`src/rtl/serial_frame_receiver_pkg.sv`:
```
// Shared types and constants for the serial frame receiver.
package serial_rx_pkg;

    typedef enum logic [1:0] {
        IDLE  = 2'd0,
        SHIFT = 2'd1,
        PUSH  = 2'd2
    } rx_state_t;

    // Head-word field MSB positions (32-bit frame)
    localparam int A_MSB   = 31;
    localparam int B_MSB   = 23;
    localparam int RES_MSB = 15;
    localparam int SEL_MSB = 7;
    localparam int FLG_MSB = 3;

    localparam int DEF_WIDTH = 32;
    localparam int DEF_DEPTH = 4;

endpackage

```
`src/rtl/serial_frame_receiver_if.sv`:
```
// Serial input, FIFO read port and status/decode outputs of the receiver.
interface serial_frame_receiver_if #(parameter int WIDTH = 32);
    logic             ClkTx;
    logic             DOutValid;
    logic             DataOut;
    logic             RdEn;
    logic [WIDTH-1:0] RdData;
    logic             Empty;
    logic             Full;
    logic             Overflow;
    logic             FrameError;
    logic [7:0]       FrameCount;
    logic [7:0]       HeadA;
    logic [7:0]       HeadB;
    logic [7:0]       HeadResult;
    logic [3:0]       HeadSel;
    logic [3:0]       HeadFlags;

    modport master (
        output ClkTx, DOutValid, DataOut, RdEn,
        input  RdData, Empty, Full, Overflow, FrameError, FrameCount,
               HeadA, HeadB, HeadResult, HeadSel, HeadFlags
    );

    modport slave (
        input  ClkTx, DOutValid, DataOut, RdEn,
        output RdData, Empty, Full, Overflow, FrameError, FrameCount,
               HeadA, HeadB, HeadResult, HeadSel, HeadFlags
    );
endinterface

```
`src/rtl/serial_frame_receiver_fifo.sv`:
```
// First-word-fall-through FIFO holding completed frames.
module rx_fifo #(
    parameter int WIDTH = 32,
    parameter int DEPTH = 4
) (
    input  logic             clk_i,
    input  logic             rst_i,
    input  logic             push_i,
    input  logic             pop_i,
    input  logic [WIDTH-1:0] wdata_i,
    output logic [WIDTH-1:0] rdata_o,
    output logic             empty_o,
    output logic             full_o
);
    localparam int AW = $clog2(DEPTH);

    logic [WIDTH-1:0] mem_q [DEPTH];
    logic [AW-1:0]    wptr_q, rptr_q;
    logic [AW:0]      cnt_q, cnt_d;
    logic             do_push, do_pop;

    assign empty_o = (cnt_q == '0);
    assign full_o  = (cnt_q == (AW+1)'(DEPTH));
    assign do_pop  = pop_i & ~empty_o;
    // a push into a full FIFO only lands when the head leaves the same cycle
    assign do_push = push_i & (~full_o | do_pop);
    // head reads as zero when nothing is stored
    assign rdata_o = empty_o ? '0 : mem_q[rptr_q];

    // occupancy next-state
    always_comb begin
        cnt_d = cnt_q;
        case ({do_push, do_pop})
            2'b10:   cnt_d = cnt_q + 1'b1;
            2'b01:   cnt_d = cnt_q - 1'b1;
            default: cnt_d = cnt_q;
        endcase
    end

    // pointers and occupancy; pointers wrap naturally modulo DEPTH
    always_ff @(posedge clk_i) begin
        if (rst_i) begin
            wptr_q <= '0;
            rptr_q <= '0;
            cnt_q  <= '0;
        end else begin
            if (do_push) wptr_q <= wptr_q + 1'b1;
            if (do_pop)  rptr_q <= rptr_q + 1'b1;
            cnt_q <= cnt_d;
        end
    end

    // storage array; contents are don't-care until pointed at
    always_ff @(posedge clk_i) begin
        if (do_push) mem_q[wptr_q] <= wdata_i;
    end
endmodule

```
`src/rtl/serial_frame_receiver.sv`:
```
// Deserializes the transceiver bit stream into 32-bit frames, queues them
// and decodes the head word into concatenator fields.
module serial_frame_receiver
    import serial_rx_pkg::*;
#(
    parameter int WIDTH = DEF_WIDTH,
    parameter int DEPTH = DEF_DEPTH
) (
    input  logic Clk,
    input  logic Reset,
    serial_frame_receiver_if.slave bus
);
    localparam int CW = $clog2(WIDTH);

    rx_state_t        state_q, state_d;
    logic [WIDTH-1:0] shreg_q, shreg_d;
    logic [CW-1:0]    cnt_q, cnt_d;
    logic [7:0]       fcnt_q, fcnt_d;
    logic             clktx_q, ovf_q, ovf_d, ferr_q, ferr_d;
    logic             rise, accept, pop, push, full, empty;
    logic [WIDTH-1:0] rd_data;

    assign rise   = bus.ClkTx & ~clktx_q;
    assign accept = rise & bus.DOutValid;
    assign pop    = bus.RdEn & ~empty;

    // frame assembly FSM: next state, shift/count updates, push decision
    always_comb begin
        state_d = state_q;
        shreg_d = shreg_q;
        cnt_d   = cnt_q;
        fcnt_d  = fcnt_q;
        ovf_d   = ovf_q;
        ferr_d  = 1'b0;
        push    = 1'b0;
        case (state_q)
            IDLE: begin
                if (accept) begin
                    shreg_d = {shreg_q[WIDTH-2:0], bus.DataOut};
                    cnt_d   = CW'(1);
                    state_d = SHIFT;
                end
            end
            SHIFT: begin
                if (!bus.DOutValid) begin
                    // transmitter abandoned the frame; drop the partial word
                    state_d = IDLE;
                    cnt_d   = '0;
                    ferr_d  = 1'b1;
                end else if (accept) begin
                    shreg_d = {shreg_q[WIDTH-2:0], bus.DataOut};
                    if (cnt_q == CW'(WIDTH-1)) begin
                        state_d = PUSH;
                        cnt_d   = '0;
                    end else begin
                        cnt_d = cnt_q + 1'b1;
                    end
                end
            end
            PUSH: begin
                state_d = IDLE;
                if (!full || pop) begin
                    push   = 1'b1;
                    fcnt_d = fcnt_q + 1'b1;
                end else begin
                    ovf_d = 1'b1;
                end
            end
            default: state_d = IDLE;
        endcase
    end

    // state, datapath and status registers
    always_ff @(posedge Clk) begin
        if (Reset) begin
            state_q <= IDLE;
            shreg_q <= '0;
            cnt_q   <= '0;
            fcnt_q  <= '0;
            clktx_q <= 1'b0;
            ovf_q   <= 1'b0;
            ferr_q  <= 1'b0;
        end else begin
            state_q <= state_d;
            shreg_q <= shreg_d;
            cnt_q   <= cnt_d;
            fcnt_q  <= fcnt_d;
            clktx_q <= bus.ClkTx;
            ovf_q   <= ovf_d;
            ferr_q  <= ferr_d;
        end
    end

    rx_fifo #(.WIDTH(WIDTH), .DEPTH(DEPTH)) u_fifo (
        .clk_i   (Clk),
        .rst_i   (Reset),
        .push_i  (push),
        .pop_i   (pop),
        .wdata_i (shreg_q),
        .rdata_o (rd_data),
        .empty_o (empty),
        .full_o  (full)
    );

    assign bus.RdData     = rd_data;
    assign bus.Empty      = empty;
    assign bus.Full       = full;
    assign bus.Overflow   = ovf_q;
    assign bus.FrameError = ferr_q;
    assign bus.FrameCount = fcnt_q;
    assign bus.HeadA      = rd_data[A_MSB   -: 8];
    assign bus.HeadB      = rd_data[B_MSB   -: 8];
    assign bus.HeadResult = rd_data[RES_MSB -: 8];
    assign bus.HeadSel    = rd_data[SEL_MSB -: 4];
    assign bus.HeadFlags  = rd_data[FLG_MSB -: 4];
endmodule
```
`src/flat_wrapper.sv`:
```
// flat-port wrapper written by rule: the top's interface ports become plain ports
module serial_frame_receiver_flat import serial_rx_pkg::*;
#(
    parameter int WIDTH = DEF_WIDTH,
    parameter int DEPTH = DEF_DEPTH
)
  (Clk, Reset, bus_ClkTx, bus_DOutValid, bus_DataOut, bus_RdEn, bus_RdData, bus_Empty, bus_Full, bus_Overflow, bus_FrameError, bus_FrameCount, bus_HeadA, bus_HeadB, bus_HeadResult, bus_HeadSel, bus_HeadFlags);
  serial_frame_receiver_if #(.WIDTH(WIDTH)) bus_i ();
  input  logic Clk;
  input  logic Reset;
  input wire logic [$bits(bus_i.ClkTx)-1:0] bus_ClkTx;
  input wire logic [$bits(bus_i.DOutValid)-1:0] bus_DOutValid;
  input wire logic [$bits(bus_i.DataOut)-1:0] bus_DataOut;
  input wire logic [$bits(bus_i.RdEn)-1:0] bus_RdEn;
  output wire logic [$bits(bus_i.RdData)-1:0] bus_RdData;
  output wire logic [$bits(bus_i.Empty)-1:0] bus_Empty;
  output wire logic [$bits(bus_i.Full)-1:0] bus_Full;
  output wire logic [$bits(bus_i.Overflow)-1:0] bus_Overflow;
  output wire logic [$bits(bus_i.FrameError)-1:0] bus_FrameError;
  output wire logic [$bits(bus_i.FrameCount)-1:0] bus_FrameCount;
  output wire logic [$bits(bus_i.HeadA)-1:0] bus_HeadA;
  output wire logic [$bits(bus_i.HeadB)-1:0] bus_HeadB;
  output wire logic [$bits(bus_i.HeadResult)-1:0] bus_HeadResult;
  output wire logic [$bits(bus_i.HeadSel)-1:0] bus_HeadSel;
  output wire logic [$bits(bus_i.HeadFlags)-1:0] bus_HeadFlags;
  assign bus_i.ClkTx = bus_ClkTx;
  assign bus_i.DOutValid = bus_DOutValid;
  assign bus_i.DataOut = bus_DataOut;
  assign bus_i.RdEn = bus_RdEn;
  assign bus_RdData = bus_i.RdData;
  assign bus_Empty = bus_i.Empty;
  assign bus_Full = bus_i.Full;
  assign bus_Overflow = bus_i.Overflow;
  assign bus_FrameError = bus_i.FrameError;
  assign bus_FrameCount = bus_i.FrameCount;
  assign bus_HeadA = bus_i.HeadA;
  assign bus_HeadB = bus_i.HeadB;
  assign bus_HeadResult = bus_i.HeadResult;
  assign bus_HeadSel = bus_i.HeadSel;
  assign bus_HeadFlags = bus_i.HeadFlags;
  serial_frame_receiver #(.WIDTH(WIDTH), .DEPTH(DEPTH)) u_core (.Clk(Clk), .Reset(Reset), .bus(bus_i));
endmodule
```
`config.mk`:
```
export PLATFORM = sky130hd
export DESIGN_NAME = serial_frame_receiver_flat
export DESIGN_NICKNAME = d
export VERILOG_FILES = /design/src/rtl/serial_frame_receiver_pkg.sv /design/src/rtl/serial_frame_receiver_if.sv /design/src/rtl/serial_frame_receiver_fifo.sv /design/src/rtl/serial_frame_receiver.sv /design/src/flat_wrapper.sv
export SDC_FILE = /design/constraint.sdc
export NUM_CORES = 1
export LEC_CHECK = 0
export ABC_AREA = 1
export ABC_CLOCK_PERIOD_IN_PS = 3300
export CORE_MARGIN = 4
export CORE_UTILIZATION = 55
export DETAILED_ROUTE_END_ITERATION = 10
export GPL_TIMING_DRIVEN = 0
export PLACE_DENSITY = 0.78
export REMOVE_ABC_BUFFERS = 1
export SLEW_MARGIN = 20
export SYNTH_ARGS = -nofsm -noshare
export SYNTH_HDL_FRONTEND = slang
export SYNTH_SLANG_ARGS = --single-unit
```
`constraint.sdc`:
```
create_clock -name Clk -period 3.3 [get_ports Clk]
set_input_delay 0.495 -clock Clk [delete_from_list [all_inputs] [get_ports Clk]]
set_output_delay 0.495 -clock Clk [all_outputs]
set_load 0.05 [all_outputs]
```
Yosys cells after proc, flatten, opt, wreduce, memory -nomap -nowiden
Memories as Yosys holds them, arrays and structs flattened. A register that Yosys moved wholly into a read port is not among the register bits.
Index checks and enable logic that the tools add are counted.
{"block": "totals", "regBits": 57, "elab_cells": 72, "mem_bits_rw": 128, "in_bits": 6, "out_inout_bits": 76, "mem_count": 1}
{"block": "op_classes", "n_bitwise": 11, "reduce_logical": 12, "addsub": 6, "n_eq_ne": 10, "muxes": 22}
{"memory": "u_core.u_fifo.mem_q", "words": 4, "word_bits": 32, "rd": 1, "rd_ports_with_merged_regs": 1, "write_ports": 1, "line_no": "serial_frame_receiver_fifo.sv:17", "source": "logic [WIDTH-1:0] mem_q [DEPTH];"}
{"operator": "two-way mux 32 bit", "n": 3}
{"operator": "one-hot mux 32 bit (2 select lines)", "n": 1}
{"operator": "two-way mux 5 bit", "n": 4}
{"operator": "two-way mux 2 bit", "n": 6}
{"operator": "one-hot mux 5 bit (2 select lines)", "n": 1}
{"operator": "adder 8 x 1 -> 8 bit, second input constant", "n": 1}
{"operator": "inequality test 3 x 2 -> 1 bit, second input constant", "n": 2}
{"operator": "one-hot mux 3 bit (2 select lines)", "n": 1}
{"operator": "AND reduction 2 bit", "n": 3}
{"operator": "AND reduction 3 bit", "n": 2}
{"operator": "adder 5 x 1 -> 5 bit, second input constant", "n": 1}
{"operator": "bitwise AND 1 bit", "n": 5}
{"operator": "equality test 5 bit, second input constant", "n": 1}
{"operator": "two-way mux 1 bit", "n": 5}
{"operator": "NOT 1 bit", "n": 5}
{"operator": "adder 2 x 1 -> 2 bit, second input constant", "n": 2}
{"operator": "equality test 2 x 1 -> 1 bit, second input constant", "n": 2}
{"operator": "equality test 2 bit, second input constant", "n": 2}
{"operator": "one-hot mux 2 bit (2 select lines)", "n": 1}
{"operator": "nonzero test 2 bit", "n": 2}
{"operator": "adder 3 x 1 -> 3 bit, second input constant", "n": 1}
{"operator": "equality test 3 bit, second input constant", "n": 1}
{"operator": "zero test 3 bit", "n": 1}
{"operator": "subtractor 3 x 1 -> 3 bit, second input constant", "n": 1}
{"operator": "7 further kinds", "n": 7}

Depth between registers and ports, before layout
Gate-level depths: netlist of the first run.
{"block": "depth", "depth_word": 9, "mapped_depth": 12, "ltp_nobuf": 11}

Hierarchy
From an unflattened synthesis of the first run, not the netlist that was laid out.
{"block": "unflattened", "hier_cells": 767, "area_unflattened_um2": 7798.7}
{"mod": "rx_fifo", "cells_each": 451, "instances": 1, "seq_area_each_um2": 4023.9, "area_each_um2": 5464.0}
{"mod": "serial_frame_receiver", "cells_each": 316, "instances": 1, "seq_area_each_um2": 1001.0, "area_each_um2": 2334.7}

Least setup slack after synthesis of the first run
Ideal clock, no wire load.
{"block": "synth_timing", "path_kind": "input-to-reg", "startpoint": "input bus_RdEn", "endpoint": "memory u_core.u_fifo.mem_q[0][0], enable pin", "setup_ns": 0.421, "cell_stages": 5, "arrival_time_ns": 2.280, "path_buffers": 1, "required_ns": 2.879, "setup_slack_ns": 0.599, "path_cell_list": "inv_1 -> nand3_1 -> nand2_4 -> clkbuf_8 -> nor2_1"}
{"block": "synth_via", "elab_chain_len": 7, "elab_cells_between_ends": 9, "classes_between": "4 x mux; 4 x bitwise; 1 x reduce/logical"}
{"element": "start, declared", "line_no": "flat_wrapper.sv:14", "source": "input wire logic [$bits(bus_i.RdEn)-1:0] bus_RdEn;"}
{"element": "bitwise AND 1 bit *", "line_no": "serial_frame_receiver.sv:25", "source": "assign pop = bus.RdEn & ~empty;"}
{"element": "logical OR 1 bit", "line_no": "serial_frame_receiver.sv:62", "source": "if (!full || pop) begin"}
{"element": "two-way mux 1 bit", "line_no": "serial_frame_receiver.sv:62"}
{"element": "two-way mux 1 bit", "line_no": "serial_frame_receiver.sv:36", "source": "case (state_q)"}
{"element": "bitwise AND 1 bit *", "line_no": "serial_frame_receiver_fifo.sv:26", "source": "assign do_push = push_i & (~full_o | do_pop);"}
{"element": "two-way mux 1 bit *", "line_no": "serial_frame_receiver_fifo.sv:55", "source": "if (do_push) mem_q[wptr_q] <= wdata_i;"}
{"element": "two-way mux 1 bit (implied by the code) *", "line_no": "serial_frame_receiver_fifo.sv:55"}
{"element": "end, declared", "line_no": "serial_frame_receiver_fifo.sv:17"}
Every way passes the cells marked *; elsewhere a longest branch is shown, timed or not.

==> run summary, run 1 <==
Status: completed
Routed WL: 16.3 mm
Library cells used by synthesis: 31
Nets: 788
Tot GR Track Use: 20.5%
Post-Syn Instances: 731
Clk_skew: 0.00626 ns
Highest clock rate: 331 MHz
Slew @ Worst Pin: 0.742 ns
Final antenna-violating net count: 0
Data arrival time of the critical path: 2.52 ns
RePlAce Congestion: 0.756
DP HPWL: 9.08 mm
Period utilisation layout: 91.5%
Share of cells above drive strength 1: 7.25%
Final count of negative-setup-slack endpoints: 0
Total Power: 4580 uW
Synthesized area: 0.00764 mm2
Fin crit period: 3.02 ns
Met3 Use GR: 4.70%
Synth-to-Final Area Change: 19.3%
Clock transition at path regs: 0.06 ns
P_sw: 944 uW
Ports: 82
Crit path largest cell delay: 0.58 ns
PwrDens: 502 mW/mm2
Synthesis-stage register bit count: 187
Relative slew slack: 50.4%
Initial antenna violation count: 0
Chip Height: 126 um
# diodes: 0
CP Cell Sequence: inv_2 -> nor2_1 -> o21ai_1 -> a21oi_1 -> dlygate4sd2_1
Flop pwr share: 56.1%
DR iter-0 viols: 519
Largest net degree at the start of global routing: 51
Row Count: 42
Die footprint: 0.0158 mm2
Pint: 3640 uW
Final Hold Fails: 0
Buffers on Ports: 81
GR Overflow Total: 0
M2 GR Usage: 35.8%
First-pass GRT wire length: 25.6 mm
Longest Clk Path Bufs: 2
Clock Sinks: 187
Worst min path class: reg2reg
Skew-Pair Late Insertion Delay: 0.42 ns
Sw frac: 20.6%
GR peak layer: met2
Maximum vdd ir drop: 294 uV
Critical Path RT: 2.80 ns
Worst setup path class: reg2out
Vias per cell: 5.47
HP Start: u_core.bus.Overflow
Finished Core Util: 68.1%
Core area: 0.0134 mm2
Initial Util: 57.0%
Crit-path slowest cell: dlygate4sd2_1
Setup TNS: 0 ns
Vias in the first global route: 5345
Via count: 5259
Clk root buf: clkbuf_16
CP Capture Type: primary output
Fin. max-slew vios: 0
Die Wd: 126 um
Pleak: 0.00422 uW
RSZ-0062 raised after global routing: no
Detailed Routing Iterations Pass 1: 6
DR WL/cell: 17.0 um
Max_cap viols: 0
Power share of the clock group: 40.3%
CTS HTree Levels: 4
Hold_ws: 0.484 ns
CP startpoint kind: flip-flop
Synthesis Warnings: 0
Fillers: 928
CP max FO: 32
Syn Area/Cell: 10.5 um2
CTS tree: done
Residual DRC: 0
Post-synthesis sequential area ratio: 65.7%
GR Layer Usage met1: 23.9%
Reg2Reg Launch Point: u_core.u_fifo.cnt_q[2]
Combinational share of power: 3.6%
Number of CTS-inserted buffers: 17
synthesized netlist by cell type:
cell type / n / area share, %
o21ai_0: 92 / 6.0
clkbuf_2: 3 / 0.20
a21oi_1: 50 / 3.3
nand2_4: 2 / 0.29
clkbuf_1: 11 / 0.54
xor2_1: 2 / 0.23
buf_1: 2 / 0.098
nor2_1: 217 / 11
inv_2: 2 / 0.098
o21ai_1: 14 / 0.92
clkinv_1: 1 / 0.049
dfxtp_1: 59 / 15
nand2_2: 4 / 0.33
buf_6: 3 / 0.44
edfxtp_1: 128 / 50
inv_4: 1 / 0.082
fa_1: 1 / 0.26
nor3_4: 1 / 0.21
a31oi_1: 2 / 0.16
nor2_4: 1 / 0.15
inv_1: 24 / 1.2
ha_1: 8 / 1.3
nand2_1: 33 / 1.6
xnor2_1: 2 / 0.23
buf_2: 8 / 0.52
nor2_2: 3 / 0.25
clkbuf_8: 1 / 0.18
buf_4: 39 / 3.8
nand3_1: 14 / 0.92
nor3_1: 2 / 0.13
nor3b_1: 1 / 0.098
through the flow:
stage	instance area (um2)	setup slack (ns)	cells
CTS	8980	0.00481	962
global route	9120	0.116	962
global placement	8230	-2.71	921
finish	9120	0.281	962
detailed placement	8430	0.201	929
floorplan	7200	-0.788	664
layout by cell type, fill, tap and decap left out, drive strengths merged:
cell type        n
edfxtp         128
nor3b            1
dlymetal6s2s    57
nor2           221
bufinv           1
ha               8
buf              9
dfxtp           59
fa               1
a31oi            2
clkdlybuf4s50   17
xnor2            2
a21oi           50
nor3             3
clkinv           4
clkbuf          25
nand2           39
xor2             2
nand3           14
inv             27
o21ai          106
clkinvlp         3
dlygate4sd2      7
sequential cells by signal, summed over array words and instances, names as in the netlist, named ones only:
name / cells
u_core.state_q: 2
u_core.u_fifo.wptr_q: 2
u_core.clktx_q: 1
u_core.u_fifo.cnt_q: 3
u_core.shreg_q: 32
u_core.bus.FrameError: 1
u_core.bus.FrameCount: 8
u_core.bus.Overflow: 1
u_core.cnt_q: 5
u_core.u_fifo.mem_q: 128
u_core.u_fifo.rptr_q: 2
worst max-delay path: cells and delay by family (launching register included):
family,cells,cell delay (ns)
AO/OA/AOI/OAI,2,0.37
buffers and inverters,2,0.96
flip-flops,1,0.56
AND/OR/NAND/NOR,1,0.18
cell families (layout without fill, tap and decap cells):
| kind of cell | count (synthesis) | after routing | synth area share, % |
|---|---|---|---|
| AOI/OAI and AO/OA | 158 | 158 | 10.4 |
| and+or+nand+nor | 278 | 278 | 14.6 |
| DFF | 187 | 187 | 65.7 |
| xor gates and xnor gates | 4 | 4 | 0.458 |
| buffers and inverters | 95 | 150 | 7.22 |
| adders and majority gates | 9 | 9 | 1.57 |
power by group through the flow:
stage	sequential [uW]	clock [uW]	combinational [uW]
5_1_grt	2580	1970	180
3_3_place_gp	2620	0	153
4_1_cts	2570	1860	164
6_report	2570	1850	164
2_1_floorplan	2610	0	105
3_5_place_dp	2620	0	161
layer usage:
metal  vias to the layer above  share of wire (%)
met5                         -                  0
met4                         0                2.3
met3                        37                5.8
met2                       196                 51
met1                      2507                 40
li1                       2519                  -
what timing repair did:
item | 4_1_cts | 5_1_grt
gates resized for setup | 7 | 57
hold buffers | 0 | 0
setup buffers | 1 | 0
setup endpoints to repair | 57 | 57
layout make-up:
| class | count | area, um2 | share of cell area [%] |
|---|---|---|---|
| clock buffers | 25 | 465 | 5.10 |
| clock inverters | 7 | 67.6 | 0.741 |
| inverters | 28 | 109 | 1.19 |
| multi-input cells | 449 | 2100 | 23.0 |
| flip-flops and latches | 187 | 5030 | 55.2 |
| well taps | 176 | 220 | 2.41 |
| repair buffers | 90 | 1130 | 12.4 |
worst paths after layout:
check                           cells after the start                      to  slack [ns]
worst min-delay path                                2     u_core.bus.Overflow        0.48
worst max register to register                      8  u_core.u_fifo.cnt_q[1]        1.28
worst min register to register                      2     u_core.bus.Overflow        0.48
worst max-delay path                                5            bus_HeadB[4]        0.28
(Power assumes the default switching activity.)
==> run 2: changes to the inputs <==
- ABC_CLOCK_PERIOD_IN_PS: 3300 -> 3500
- CORE_UTILIZATION: 55 -> 50
- PLACE_DENSITY: 0.78 -> 0.72
- clock period: 3.3 -> 3.5 ns (I/O delays scaled with it)
==> run 2 against run 1 <==
  * Clock power about the same
  * Count of clock-buffer cells in the layout down 7
  * Non-clock buffer count unchanged
  * Sequential share of layout area about the same
  * Critical endpoint is now bus_RdData[30]
  * Largest power group unchanged
  * Highest routed layer unchanged
==> run summary, run 2 (same netlist as run 1, synthesis figures left out) <==
Status: completed (unchanged)
Chip Height: 132 um (was 126 um)
Clk_skew: 0.00668 ns (was 0.00626 ns)
Ports: 82 (unchanged)
Nets: 788 (unchanged)
Final antenna-violating net count: 0 (unchanged)
Max reg flops: 128 (unchanged)
Die footprint: 0.0173 mm2 (was 0.0158 mm2)
Residual DRC: 0 (unchanged)
Skew-Pair Late Insertion Delay: 0.43 ns (was 0.42 ns)
Vias in the first global route: 5032 (was 5345)
Die Wd: 132 um (was 126 um)
Final WS setup: 0.128 ns (was 0.281 ns)
Fin crit period: 3.37 ns
Worst slack at placement: 0.374 ns (was 0.201 ns)
PwrDens: 483 mW/mm2 (was 502 mW/mm2)
Clock transition at path regs: 0.07 ns (was 0.06 ns)
Row Count: 44 (was 42)
Synth-to-Final Area Change: 19.4% (was 19.3%)
Clock Sinks: 187 (unchanged)
CP startpoint kind: flip-flop (unchanged)
Final std cells w/o fill: 970 (was 962)
Register with the most flip-flops: u_core.u_fifo.mem_q (unchanged)
Hold Path Cell Cnt: 2 (unchanged)
Period utilisation layout: 96.3%
GR Overflow Total: 0 (unchanged)
Tot GR Track Use: 18.1% (was 20.5%)
Reg2reg end: u_core.u_fifo.cnt_q[1] (unchanged)
Via count: 5222 (was 5259)
Dpl cell area: 0.00846 mm2 (was 0.00843 mm2)
Fin. max-slew vios: 0 (unchanged)
Pleak: 0.00403 uW (was 0.00422 uW)
Share of cells above drive strength 1: 7.89% (was 7.25%)
Vias per cell: 5.38 (was 5.47)
Detailed Routing Iterations Pass 1: 5 (was 6)
Reg2reg setup slack: 1.36 ns (was 1.28 ns)
Initial antenna violation count: 0 (unchanged)
First-pass GRT wire length: 24.9 mm (was 25.6 mm)
Critical Path RT: 2.97 ns (was 2.80 ns)
# diodes: 0 (unchanged)
CP Capture Type: primary output (unchanged)
Critical path destination: bus_RdData[30] (was bus_HeadB[4])
Max_cap viols: 0 (unchanged)
Final Hold Fails: 0 (unchanged)
CTS tree: done (unchanged)
DR iter-0 viols: 378 (was 519)
DR WL/cell: 16.0 um (was 17.0 um)
RePlAce Congestion: 0.767 (was 0.756)
Worst setup path class: reg2out (unchanged)
Longest Clk Path Bufs: 2 (unchanged)
Relative slew slack: 49.4% (was 50.4%)
Core area: 0.0148 mm2 (was 0.0134 mm2)
Maximum vdd ir drop: 308 uV (was 294 uV)
Final count of negative-setup-slack endpoints: 0 (unchanged)
Highest clock rate: 297 MHz
Most common cell after layout, fill and taps aside: nor2_1 (unchanged)
Final Cell Area: 0.00913 mm2 (was 0.00912 mm2)
RSZ-0062 raised after global routing: no (unchanged)
Commonest cells after routing, fill and taps aside: nor2_1 (213), edfxtp_1 (128), o21ai_0 (92) (unchanged)
Clk root buf: clkbuf_16 (unchanged)
Setup TNS: 0 ns (unchanged)
Placed cells: 937 (was 929)
Reg2Reg Depth: 8 (unchanged)
DP HPWL: 8.96 mm (was 9.08 mm)
Buffers on Ports: 81 (unchanged)
Number of CTS-inserted buffers: 17 (unchanged)
Worst min path class: reg2reg (unchanged)
Reg2Reg Launch Point: u_core.u_fifo.cnt_q[2] (unchanged)
Slew @ Worst Pin: 0.758 ns (was 0.742 ns)
Largest net degree at the start of global routing: 51 (unchanged)
Routed WL: 15.5 mm (was 16.3 mm)
CP max FO: 32 (unchanged)
Initial Util: 51.8% (was 57.0%)
Data arrival time of the critical path: 2.85 ns (was 2.52 ns)
CTS HTree Levels: 4 (unchanged)
-- run 2: cell count changes in the layout (fill, tap and decap cells not counted), moves of 4 or more --
cell and change:
dlymetal6s2s_1 -15, dlygate4sd2_1 +11, clkbuf_1 -6, inv_6 +5
clkdlybuf4s50_1 +4
-- run 2: report_power, final --
group | internal [uW] | leakage, uW | total (uW) | switching, uW
Combinational | 47.7 | 0.00206 | 154 | 107
Clock | 997 | 0.000277 | 1830 | 832
Sequential | 2390 | 0.00169 | 2420 | 34.8
-- run 2: worst min path at each step --
stage | startpoint | end | slack [ns]
2_1_floorplan | u_core.u_fifo.rptr_q[0] | flip-flop | 0.46
3_3_place_gp | u_core.bus.Overflow | u_core.bus.Overflow | 0.45
3_5_place_dp | u_core.bus.Overflow | u_core.bus.Overflow | 0.47
4_1_cts | u_core.bus.Overflow | u_core.bus.Overflow | 0.48
5_1_grt | u_core.bus.Overflow | u_core.bus.Overflow | 0.50
6_report | u_core.bus.Overflow | u_core.bus.Overflow | 0.47
-- run 2: area by class of cell --
| cell class | count | area [um2] |
|---|---|---|
| Clock buffer | 18 | 429 |
| Clock inverter | 14 | 135 |
| Fill cell | 1168 | 5630 |
| Inverter | 28 | 109 |
| Multi-Input combinational cell | 449 | 2100 |
| Sequential cell | 187 | 5030 |
| Tap cell | 184 | 230 |
| Timing Repair Buffer | 90 | 1090 |
-- run 2: metrics by stage --
step	hold WS, ns	power (uW)	util [%]
global placement	0.454	2610	55.9
floorplan	0.457	2560	-
detailed placement	0.468	2620	57.3
CTS	0.477	4430	61.1
finish	0.471	4400	61.8
global route	0.504	4550	61.8
-- run 2: worst max-delay path, stage by stage, from the launching register on --
cell,delay (ns)
dfxtp_2,0.63
buf_16,0.22
inv_2,0.28
nor2_1,0.19
o21ai_1,0.07
a21oi_1,0.17
clkdlybuf4s50_1,0.83
-- run 2: repair_timing --
item	in CTS	in global routing
buffers inserted	1	0
setup endpoints to repair	58	42
hold buffers	0	0
hold endpoints to repair	0	0
gates resized for setup	18	42
-- run 2: routing by layer --
| metal | GRT usage, % | wire length, um | part of all wire (%) |
|---|---|---|---|
| met1 | 22.1 | 6750 | 43 |
| met2 | 31.1 | 7710 | 50 |
| met3 | 4.74 | 808 | 5.2 |
| met4 | 6.48 | 268 | 1.7 |
| met5 | 0 | 0 | 0 |
==> run 3: changes to the inputs <==
- CORE_UTILIZATION: 50 -> 35
- PLACE_DENSITY: 0.72 -> 0.54
==> run 3 against run 2 <==
  * Power rose by 2.6%
  * Maximum frequency rose by 1.3%
  * Critical endpoint is now bus_RdData[16]
  * Wire length rose by 7.2%
==> run summary, run 3 (same netlist as run 1, synthesis figures left out) <==
Reg2Reg Launch Point: u_core.u_fifo.cnt_q[0] (was u_core.u_fifo.cnt_q[2])
Data arrival time of the critical path: 2.80 ns (was 2.85 ns)
Ports: 82 (unchanged)
Via count: 5104 (was 5222)
Sw frac: 21.1% (was 22.1%)
Maximum vdd ir drop: 341 uV (was 308 uV)
Setup TNS: 0 ns (unchanged)
PwrDens: 485 mW/mm2 (was 483 mW/mm2)
Worst setup path class: reg2out (unchanged)
Max reg flops: 128 (unchanged)
CTS HTree Levels: 4 (unchanged)
Reg2reg setup slack: 1.42 ns (was 1.36 ns)
Core area: 0.0212 mm2 (was 0.0148 mm2)
Pleak: 0.00402 uW (was 0.00403 uW)
Storage cell area: 0.00503 mm2 (unchanged)
Reg2reg end: u_core.u_fifo.cnt_q[1] (unchanged)
Pint: 3560 uW (was 3430 uW)
Register with the most flip-flops: u_core.u_fifo.mem_q (unchanged)
First-pass GRT wire length: 26.5 mm (was 24.9 mm)
Critical Path RT: 2.97 ns (about the same)
Finished Core Util: 43.9% (was 61.8%)
Period utilisation layout: 95.1% (was 96.3%)
Area occupied by multi-input gates: 0.00210 mm2 (unchanged)
Relative slew slack: 47.2% (was 49.4%)
Status: completed (unchanged)
Reg2Reg Depth: 8 (unchanged)
Tot GR Track Use: 14.0% (was 18.1%)
CTS tree: done (unchanged)
Die Wd: 156 um (was 132 um)
RSZ-0062 raised after global routing: no (unchanged)
Row Count: 53 (was 44)
Initial antenna violation count: 0 (unchanged)
Nets: 789 (was 788)
Die footprint: 0.0243 mm2 (was 0.0173 mm2)
Final antenna-violating net count: 0 (unchanged)
DP HPWL: 9.59 mm (was 8.96 mm)
Clock transition at path regs: 0.06 ns (was 0.07 ns)
Commonest cells after routing, fill and taps aside: nor2_1 (213), edfxtp_1 (128), o21ai_0 (92) (unchanged)
Highest clock rate: 300 MHz (was 297 MHz)
Vias in the first global route: 5070 (was 5032)
Synth-to-Final Area Change: 21.9% (was 19.4%)
Fin crit period: 3.33 ns (was 3.37 ns)
Initial Util: 36.0% (was 51.8%)
Clock Sinks: 187 (unchanged)
Slew @ Worst Pin: 0.791 ns (was 0.758 ns)
Hold buffer count at CTS: 0 (unchanged)
Share of cells above drive strength 1: 7.75% (was 7.89%)
Hold_ws: 0.485 ns (was 0.471 ns)
DR WL/cell: 15.7 um (was 16.0 um)
CP startpoint kind: flip-flop (unchanged)
Final count of negative-setup-slack endpoints: 0 (unchanged)
Buffers on Ports: 81 (unchanged)
Power share of the clock group: 43.0% (was 41.5%)
# diodes: 0 (unchanged)
DR iter-0 viols: 250 (was 378)
Fin. max-slew vios: 0 (unchanged)
Combinational share of power: 3.4% (was 3.5%)
Skew-Pair Late Insertion Delay: 0.43 ns (about the same)
Chip Height: 156 um (was 132 um)
Final Hold Fails: 0 (unchanged)
Flop pwr share: 53.6% (was 55.0%)
Dpl cell area: 0.00860 mm2 (was 0.00846 mm2)
Routed WL: 16.7 mm (was 15.5 mm)
CP max FO: 32 (unchanged)
Worst min path class: reg2reg (unchanged)
GR Overflow Total: 0 (unchanged)
Number of CTS-inserted buffers: 17 (unchanged)
Max_cap viols: 0 (unchanged)
HP Start: u_core.bus.Overflow (unchanged)
Vias per cell: 4.81 (was 5.38)
Detailed Routing Iterations Pass 1: 4 (was 5)
Most common cell after layout, fill and taps aside: nor2_1 (unchanged)
Largest net degree at the start of global routing: 47 (was 51)
Hold Path Cell Cnt: 2 (unchanged)
RePlAce Congestion: 0.768 (was 0.767)
Fillers: 1989 (was 1168)
Clk root buf: clkbuf_16 (unchanged)
Hold Path End: u_core.bus.Overflow (unchanged)
Clk_skew: 0.00923 ns (was 0.00668 ns)
P_sw: 955 uW (was 973 uW)
Residual DRC: 0 (unchanged)
CP Capture Type: primary output (unchanged)
Final Cell Area: 0.00932 mm2 (was 0.00913 mm2)
Longest Clk Path Bufs: 2 (unchanged)
run 3: how the worst max path moves through the flow:
stage	to	slack (ns)	from	depth (start not counted)
after floorplan	bus_HeadA[6]	-0.62	flip-flop	3
after global routing	bus_HeadA[1]	0.002	flip-flop	6
final	bus_RdData[16]	0.17	flip-flop	6
after global placement	bus_HeadFlags[3]	-2.98	flip-flop	4
after CTS	bus_HeadB[5]	0.00009	flip-flop	6
after detailed placement	bus_HeadSel[0]	0.22	flip-flop	5
run 3: per-layer routing:
layer / global-route usage, % / routed length (um) / vias to the layer above
met3: 3.30 / 600 / 4
met4: 4.13 / 61 / 0
met5: 0 / 0 / -
met1: 17.5 / 7600 / 2472
met2: 24.3 / 8390 / 99
li1: - / - / 2529
run 3: power by group through the flow:
stage | clock network (uW) | logic [uW] | registers [uW]
after floorplan | 0 | 99.3 | 2460
after global placement | 0 | 149 | 2470
after detailed placement | 0 | 153 | 2470
after CTS | 1990 | 156 | 2420
after global routing | 2090 | 171 | 2430
final | 1940 | 153 | 2420
run 3: repair_timing:
item	CTS	global route
endpoints found under the setup margin	54	48
pin swaps	0	0
gates resized for setup	5	45
buffers inserted	1	0
hold endpoints to repair	0	0
run 3: metrics by stage:
stage	cells	power [uW]	setup WS [ns]
6_report	1062	4520	0.171
5_1_grt	1062	4690	0.00216
4_1_cts	1062	4570	0.0000855
3_5_place_dp	1029	2620	0.222
3_3_place_gp	1020	2620	-2.98
2_1_floorplan	664	2560	-0.618
run 3: worst max-delay path: stages, from the launching register on:
cell and delay [ns]:
dfxtp_2 0.50, buf_12 0.23, inv_2 0.31, nor2_1 0.18
o21ai_1 0.07, a21oi_1 0.22, clkdlybuf4s50_1 0.85
run 3: area by class of cell:
| type | count | share of cell area (%) |
|---|---|---|
| Timing Repair Buffer | 91 | 12.2 |
| Sequential cell | 187 | 54.0 |
| Inverter | 28 | 1.18 |
| Multi-Input combinational cell | 449 | 22.5 |
| Clock inverter | 13 | 1.76 |
| Clock buffer | 19 | 4.65 |
| Tap cell | 275 | 3.69 |
